`config.mk`:
```
export PLATFORM = sky130hd
export DESIGN_NAME = timer_ctrl28
export DESIGN_NICKNAME = d
export VERILOG_FILES = /design/src/rtl/timer_ctrl28.sv
export SDC_FILE = /design/constraint.sdc
export NUM_CORES = 1
export LEC_CHECK = 0
export CELL_PAD_IN_SITES_DETAIL_PLACEMENT = 1
export CELL_PAD_IN_SITES_GLOBAL_PLACEMENT = 1
export CORE_ASPECT_RATIO = 1.2
export CORE_MARGIN = 4
export CORE_UTILIZATION = 44
export DETAILED_ROUTE_END_ITERATION = 8
export HOLD_SLACK_MARGIN = 0.12
export PLACE_DENSITY_LB_ADDON = 0.1
export SLEW_MARGIN = 10
export SYNTH_ARGS = -nofsm -noshare
export SYNTH_HDL_FRONTEND = slang
export SYNTH_SLANG_ARGS = --single-unit
```
`constraint.sdc`:
```
create_clock -name clk -period 3.7 [get_ports clk]
set_input_delay 0.74 -clock clk [delete_from_list [all_inputs] [get_ports clk]]
set_output_delay 0.74 -clock clk [all_outputs]
set_load 0.01 [all_outputs]
```
`src/rtl/timer_ctrl28.sv`:
```
`default_nettype none
// ============================================================================
//  Module   : timer_ctrl28
//  Purpose  : Sequencing controller that turns the 28-bit nibble-chained
//             counter into a programmable interval timer. It latches a
//             terminal period, starts/stops/pauses counting, supports
//             one-shot and periodic (auto-reload) modes, and emits a
//             one-cycle tick at every terminal count.
//  Optional : Define TIMER_CTRL28_PRESCALE_EN to add a 4-bit prescaler and
//             the prescale[3:0] input. Without it the count steps on every
//             RUN cycle.
//  Ports    : clk        in   rising-edge clock
//             reset      in   asynchronous, active-low reset
//             prescale   in   [3:0] count-step divider minus one (option only)
//             load       in   write period_in (accepted in IDLE/DONE only)
//             period_in  in   [WIDTH-1:0] terminal count value
//             start      in   pulse, IDLE/DONE -> RUN
//             stop       in   pulse, any state -> IDLE
//             pause      in   level, holds RUN in PAUSE
//             periodic   in   mode sampled on an accepted start
//             count      out  [WIDTH-1:0] current count
//             tick       out  one-cycle pulse on terminal count
//             busy       out  high in RUN or PAUSE
//             done       out  high in DONE
//  Revision : 1.0  initial release
// ============================================================================
module timer_ctrl28 #(
   parameter int               WIDTH      = 28,  // multiple of 4 (nibble chain)
   parameter logic [WIDTH-1:0] RST_PERIOD = '1
) (
   input  logic             clk,
   input  logic             reset,
`ifdef TIMER_CTRL28_PRESCALE_EN
   input  logic [3:0]       prescale,
`endif
   input  logic             load,
   input  logic [WIDTH-1:0] period_in,
   input  logic             start,
   input  logic             stop,
   input  logic             pause,
   input  logic             periodic,
   output logic [WIDTH-1:0] count,
   output logic             tick,
   output logic             busy,
   output logic             done
);

   typedef enum logic [1:0] {
      ST_IDLE  = 2'd0,
      ST_RUN   = 2'd1,
      ST_PAUSE = 2'd2,
      ST_DONE  = 2'd3
   } state_t;

   localparam logic [WIDTH-1:0] COUNT_ONE = {{(WIDTH-1){1'b0}}, 1'b1};

   state_t           state_q, state_d;
   logic [WIDTH-1:0] count_q, count_d;
   logic [WIDTH-1:0] period_q, period_d;
   logic             mode_q, mode_d;
   logic             tick_q, tick_d;
   logic             busy_q, busy_d;
   logic             done_q, done_d;
   logic             step_en;
   logic             idle_or_done;

`ifdef TIMER_CTRL28_PRESCALE_EN
   logic [3:0]       presc_q, presc_d;

   // The count only advances on the edge where the prescaler has caught up
   // with the programmed divider.
   assign step_en = (presc_q == prescale);
`else
   assign step_en = 1'b1;
`endif

   assign idle_or_done = (state_q == ST_IDLE) || (state_q == ST_DONE);

   always_comb begin
      state_d  = state_q;
      count_d  = count_q;
      period_d = period_q;
      mode_d   = mode_q;
      tick_d   = 1'b0;
      busy_d   = busy_q;
      done_d   = done_q;
`ifdef TIMER_CTRL28_PRESCALE_EN
      presc_d  = presc_q;
`endif

      // Period writes are independent of the command decode, so a load on
      // the same edge as an accepted start governs the new run.
      if (load && idle_or_done) begin
         period_d = period_in;
      end

      if (stop) begin
         state_d = ST_IDLE;
         count_d = '0;
         busy_d  = 1'b0;
         done_d  = 1'b0;
`ifdef TIMER_CTRL28_PRESCALE_EN
         presc_d = 4'd0;
`endif
      end else begin
         case (state_q)
            ST_IDLE, ST_DONE: begin
               if (start) begin
                  state_d = ST_RUN;
                  count_d = '0;
                  mode_d  = periodic;
                  busy_d  = 1'b1;
                  done_d  = 1'b0;
`ifdef TIMER_CTRL28_PRESCALE_EN
                  presc_d = 4'd0;
`endif
               end
            end

            // RUN and PAUSE share one decode: pause is a pure gate, so the
            // edge that leaves PAUSE also advances the count. The stall is
            // therefore exactly the number of cycles pause was high.
            ST_RUN, ST_PAUSE: begin
               if (pause) begin
                  state_d = ST_PAUSE;
               end else begin
                  state_d = ST_RUN;
`ifdef TIMER_CTRL28_PRESCALE_EN
                  presc_d = step_en ? 4'd0 : (presc_q + 4'd1);
`endif
                  if (step_en) begin
                     // Equality compare: count never passes period, so an
                     // all-ones period completes without overflow.
                     if (count_q == period_q) begin
                        tick_d = 1'b1;
                        if (mode_q) begin
                           count_d = '0;
                        end else begin
                           state_d = ST_DONE;
                           busy_d  = 1'b0;
                           done_d  = 1'b1;
                        end
                     end else begin
                        count_d = count_q + COUNT_ONE;
                     end
                  end
               end
            end

            default: begin
               state_d = ST_IDLE;
               count_d = '0;
               busy_d  = 1'b0;
               done_d  = 1'b0;
            end
         endcase
      end
   end

   always_ff @(posedge clk or negedge reset) begin
      if (!reset) begin
         state_q  <= ST_IDLE;
         count_q  <= '0;
         period_q <= RST_PERIOD;
         mode_q   <= 1'b0;
         tick_q   <= 1'b0;
         busy_q   <= 1'b0;
         done_q   <= 1'b0;
      end else begin
         state_q  <= state_d;
         count_q  <= count_d;
         period_q <= period_d;
         mode_q   <= mode_d;
         tick_q   <= tick_d;
         busy_q   <= busy_d;
         done_q   <= done_d;
      end
   end

`ifdef TIMER_CTRL28_PRESCALE_EN
   always_ff @(posedge clk or negedge reset) begin
      if (!reset) begin
         presc_q <= 4'd0;
      end else begin
         presc_q <= presc_d;
      end
   end
`endif

   assign count = count_q;
   assign tick  = tick_q;
   assign busy  = busy_q;
   assign done  = done_q;

endmodule
`default_nettype wire

```
; Word level (Yosys, flattened, before mapping)
; Cells that the tools add are included.
[word_totals]
reg_bits = 62
out_inout_bits = 31
elab_cells = 54
[classes]
add_sub_neg = 1
eq_ne = 9
mux = 28
n_bitwise = 1
reduce_logical = 8
[op_table]
columns = op, n
row1 = $mux 28, 5
row2 = $pmux 28 s2, 1
row3 = $add 28x1->28 const B, 1
row4 = $eq 28x28->1, 1
row5 = $mux 1, 14
row6 = $ne 3x3->1 const B, 4
row7 = $mux 2, 5
row8 = $reduce_and 3->1, 2
row9 = $eq 2x2->1 const B, 2
row10 = $ne 4x4->1 const B, 1
row11 = $pmux 1 s2, 2
row12 = $pmux 2 s2, 1
row13 = $reduce_and 4->1, 1
row14 = $reduce_or 2->1, 2
row15 = $eq 2x1->1 const B, 1
row16 = $logic_not 2->1, 1
row17 = $logic_and 1x1->1, 1
row18 = $logic_or 1x1->1, 1
row19 = $not 1->1, 1

; Depth between registers and ports, before layout
[depth]
word_depth = 5
mapped_depth = 9
ltp_nobuf = 7

; Least setup slack after synthesis
; OpenSTA, ideal clock, no wires.
[synth_path]
path_type = reg2reg
from = register count_q[0] (netlist: count[0])
to = register count_q[26] (netlist: count[26])
setup_ps = 124
t_arrival_ps = 2186
required_time_ps = 3576
setup_slack_ps = 1390
stages_incl_launch_ff = 8
path_buffers = 0
cell_sequence = dfrtp_1 -> ha_1 -> nand3_1 -> nor4_4 -> nand2_2 -> or4_1 -> and3_1 -> a211o_1
[synth_via]
elab_chain_len = 5
[synth_rtl]
columns = element, line_no
row1 = from (decl), 58  ; logic [WIDTH-1:0] count_q, count_d;
row2 = from (signal assigned), 171  ; count_q <= count_d;
row3 = $add 28x1->28 / $eq 28x28->1 (equally long branches), "144, 134"
row4 = $mux 28, 134  ; if (count_q == period_q) begin
row5 = $mux 28, 124  ; if (pause) begin
row6 = $pmux 28 s2, 106  ; case (state_q)
row7 = $mux 28, 97  ; if (stop) begin
; Parallel ways exist; a longest one is shown, timed or not. The select of a mux whose other input is x is not followed.
; A chain may end at the register's enable or synchronous reset.

; Final worst setup path
; Same ends and word-level chain as after synthesis.

==> metrics.md <==
| Metric | Value |
|---|---|
| Status | finished, final reports clean |
| Final setup violating endpoints | 0 |
| Startpoint class of the critical path | register |
| Worst EP arrival | about 3 ns |
| Final-report hold violation count | 0 |
| Number of routed nets with antenna violations | 0 |
| Post-CTS setup buffers | 0 |
| Worst Setup Slack, final | 1.00 ns |
| Worst setup EP type | register |
| Gr usage total | 0.230 |
| Power per cell area | 428 nW/um2 |
| Setup WS pre-CTS | ~0.85 ns |
| EDFF count, synth | 0 |
| Share of layout cells above drive strength 1 | 0.226 |
| Fmax achieved | 370 MHz |
| Seq/Total Area, Yosys | 0.455 |
| Dpl hpwl | between 7000 and 8000 um |
| Row cnt | 35 |
| First DRT Iteration DRCs | 105 |
| Die H | 106 um |
| Core Area | 7710 um2 |
| Largest net degree at the start of global routing | 45 |
| H-tree Lvls | 3 |
| N_diodes | 0 |
| Largest area contributor in the netlist | dfrtp_1 |
| Crit share post-route | 0.730 |
| Netlist Area Pre-Place | ~3500 um2 |
| Seq. cell area | 1590 um2 |
| Synth Flop Type | dfrtp_1 |
| Multi-input gate area | around 1700 um2 |
| Max FO, Critical Path | 8 |
| Total global routing overflow | 0 |
| Worst Path Required | a little under 4 ns |
| Residual DRC | 0 |
| Max-slew violation count | 0 |
| CTS Hold Bufs | 0 |
| Slew headroom | 0.323 |
| Via Count | 2,936 |
| Share of the synthesized area in the top cell type | 0.244 |
| Crit path kind | reg -> reg |
| Ports | 66 |
| Die area | 9420 um2 |
| Post_cts resized | 0 |
| CTS Sinks | between 60 and 70 |
| IO buf count | 65 |
| Initial antenna violation count | 0 |
| Die W | roughly 89 um |
| HP Class | reg -> reg |
| TritonRoute pass-1 iters | 4 |
| First-pass GRT wire length | 16,500 um |
| Setup_tns | 0 ns |
| Pleak | 1.70 nW |
| Syn Area/Cell | 10.4 um2 |
| TritonCTS clock tree | built |
| Yosys warnings | 0 |
| Top cells by area, synth | dfrtp_1, dfstp_2, mux2_2 |
| Nets | 429 |
| Clk_skew | 0.00739 ns |
| Gpl congestion | 0.825 |
| Clock-pin slew on the worst setup and hold paths | 0.07 ns |
| Via density | 5.99 |
| DRT Wirelength | 10,300 um |
| Synthesized net count | 371 |
| Starting density of the core | 0.452 |
| Num CTS Buffers | 9 |
| Slew of the pin with the lowest slew margin | 1.02 ns |
| Synth unique cells | 55 |
| Filler cell count | 853 |
| VDD IR max | between 0.0002 and 0.00025 V |
| Number of global-route vias before repair | 3,093 |
| Area grow syn2layout | 24.7% |
| Min Tclk post-route | 2.70 ns |
| Drt wl/cell | 21.1 um |
| Worst-Skew Late Latency | 0.34 ns |
| RSZ-0062 raised after global routing | false |
| Flops & latches, synth | between 60 and 70 |
| Post-synth ARST share | 1.00 |
| Worst-case clock buffer depth | 2 |
| Syn Inst Count | roughly 340 |
| Max Cap Viol | 0 |
| CTS root buf | clkbuf_8 |
| Post-layout util | 0.564 |
critical path, stage by stage, from the launching register on:
cell	delay [ns]
dfrtp_1	0.51
ha_1	0.25
nand3_1	0.25
nor4_4	0.41
nand2_2	0.11
or4_1	0.59
and3_1	0.21
a211o_1	0.27
layer usage:
layer  up-vias  global-route usage  part of all wire
li1       1358                   -                 -
met1      1495               0.292              0.42
met2        71               0.397              0.53
met3        12              0.0344             0.042
met4         0              0.0660             0.015
met5         -                   0                 0
synth_stat cells, types with 3 or more instances:
library cell and count:
dfrtp_1 34, mux2_2 30, xnor2_1 29, dfstp_2 28
nand2_1 25, o21ai_0 25, nand3_1 18, nand4_1 13
nor3_1 12, clkbuf_1 11, nor2_1 11, nor4_1 10
and3_1 8, a211oi_1 6, nand2b_1 6, a32oi_1 5
inv_1 5, buf_2 4, a211o_1 3, a21oi_1 3
o311ai_0 3, o31ai_1 3, or4_1 3
path summary, 6_finish.rpt:
check                           startpoint           end  slack (ns)  cells after the start
worst min register to register        done          done        0.50                      1
worst min-delay path                  done          done        0.50                      1
min in group asynchronous            reset     count[10]        0.57                      1
max in group asynchronous            reset  period_q[14]        2.24                      2
worst max-delay path              count[0]     count[26]         1.0                      7
worst max register to register    count[0]     count[26]         1.0                      7
logic make-up after synthesis:
family / after synthesis / share of synthesized area
and+or+nand+nor: 120 / 0.200
adders and majority gates: 1 / 0.00359
DFF: 62 / 0.455
xor gates and xnor gates: 30 / 0.0753
muxes: 30 / 0.0969
buffers and inverters: 28 / 0.0441
AOI/OAI and AO/OA: 64 / 0.126
state kept, by name (all words and copies together) (netlist names):
signal    flops
busy          1
count        28
done          1
mode_q        1
period_q     28
state_q       2
tick          1
placed cells by master (no fill, tap or decap), types with 11 or more instances in the layout:
cell type and instances:
o21ai_0 25, nand2_1 25, mux2_2 30, nand4_1 13, dfrtp_1 34, xnor2_1 29
nor3_1 12, nand3_1 18, clkdlybuf4s50_1 64, dfstp_2 28, nor2_1 11
stage by stage:
step                      hold WS, ns  cell area [um2]  total power [mW]  std cells
after floorplan                 0.444             3490              1.14        335
after global placement          0.490             4150              1.25        474
after detailed placement        0.483             4150              1.27        474
after CTS                       0.504             4350              1.88        490
after global routing            0.538             4350              1.96        490
final                           0.496             4350              1.86        490
final cells by class:
class                      count  share of cell area
clock buffer                  10              0.0317
clock inverter                 6              0.0138
inverter                       5             0.00432
multi-input combinational    245               0.402
sequential                    62               0.365
tap                           92              0.0265
timing repair buffer          70               0.157
power by group:
| group | leakage [nW] | internal (mW) | total [mW] | switching, mW |
|---|---|---|---|---|
| Sequential | 0.764 | 0.830 | 0.902 | 0.0715 |
| Clock | 0.106 | 0.327 | 0.609 | 0.282 |
| Combinational | 0.827 | 0.195 | 0.352 | 0.157 |
| Total | 1.70 | 1.35 | 1.86 | 0.510 |
Note: power is estimated with default switching activity, not from simulation.
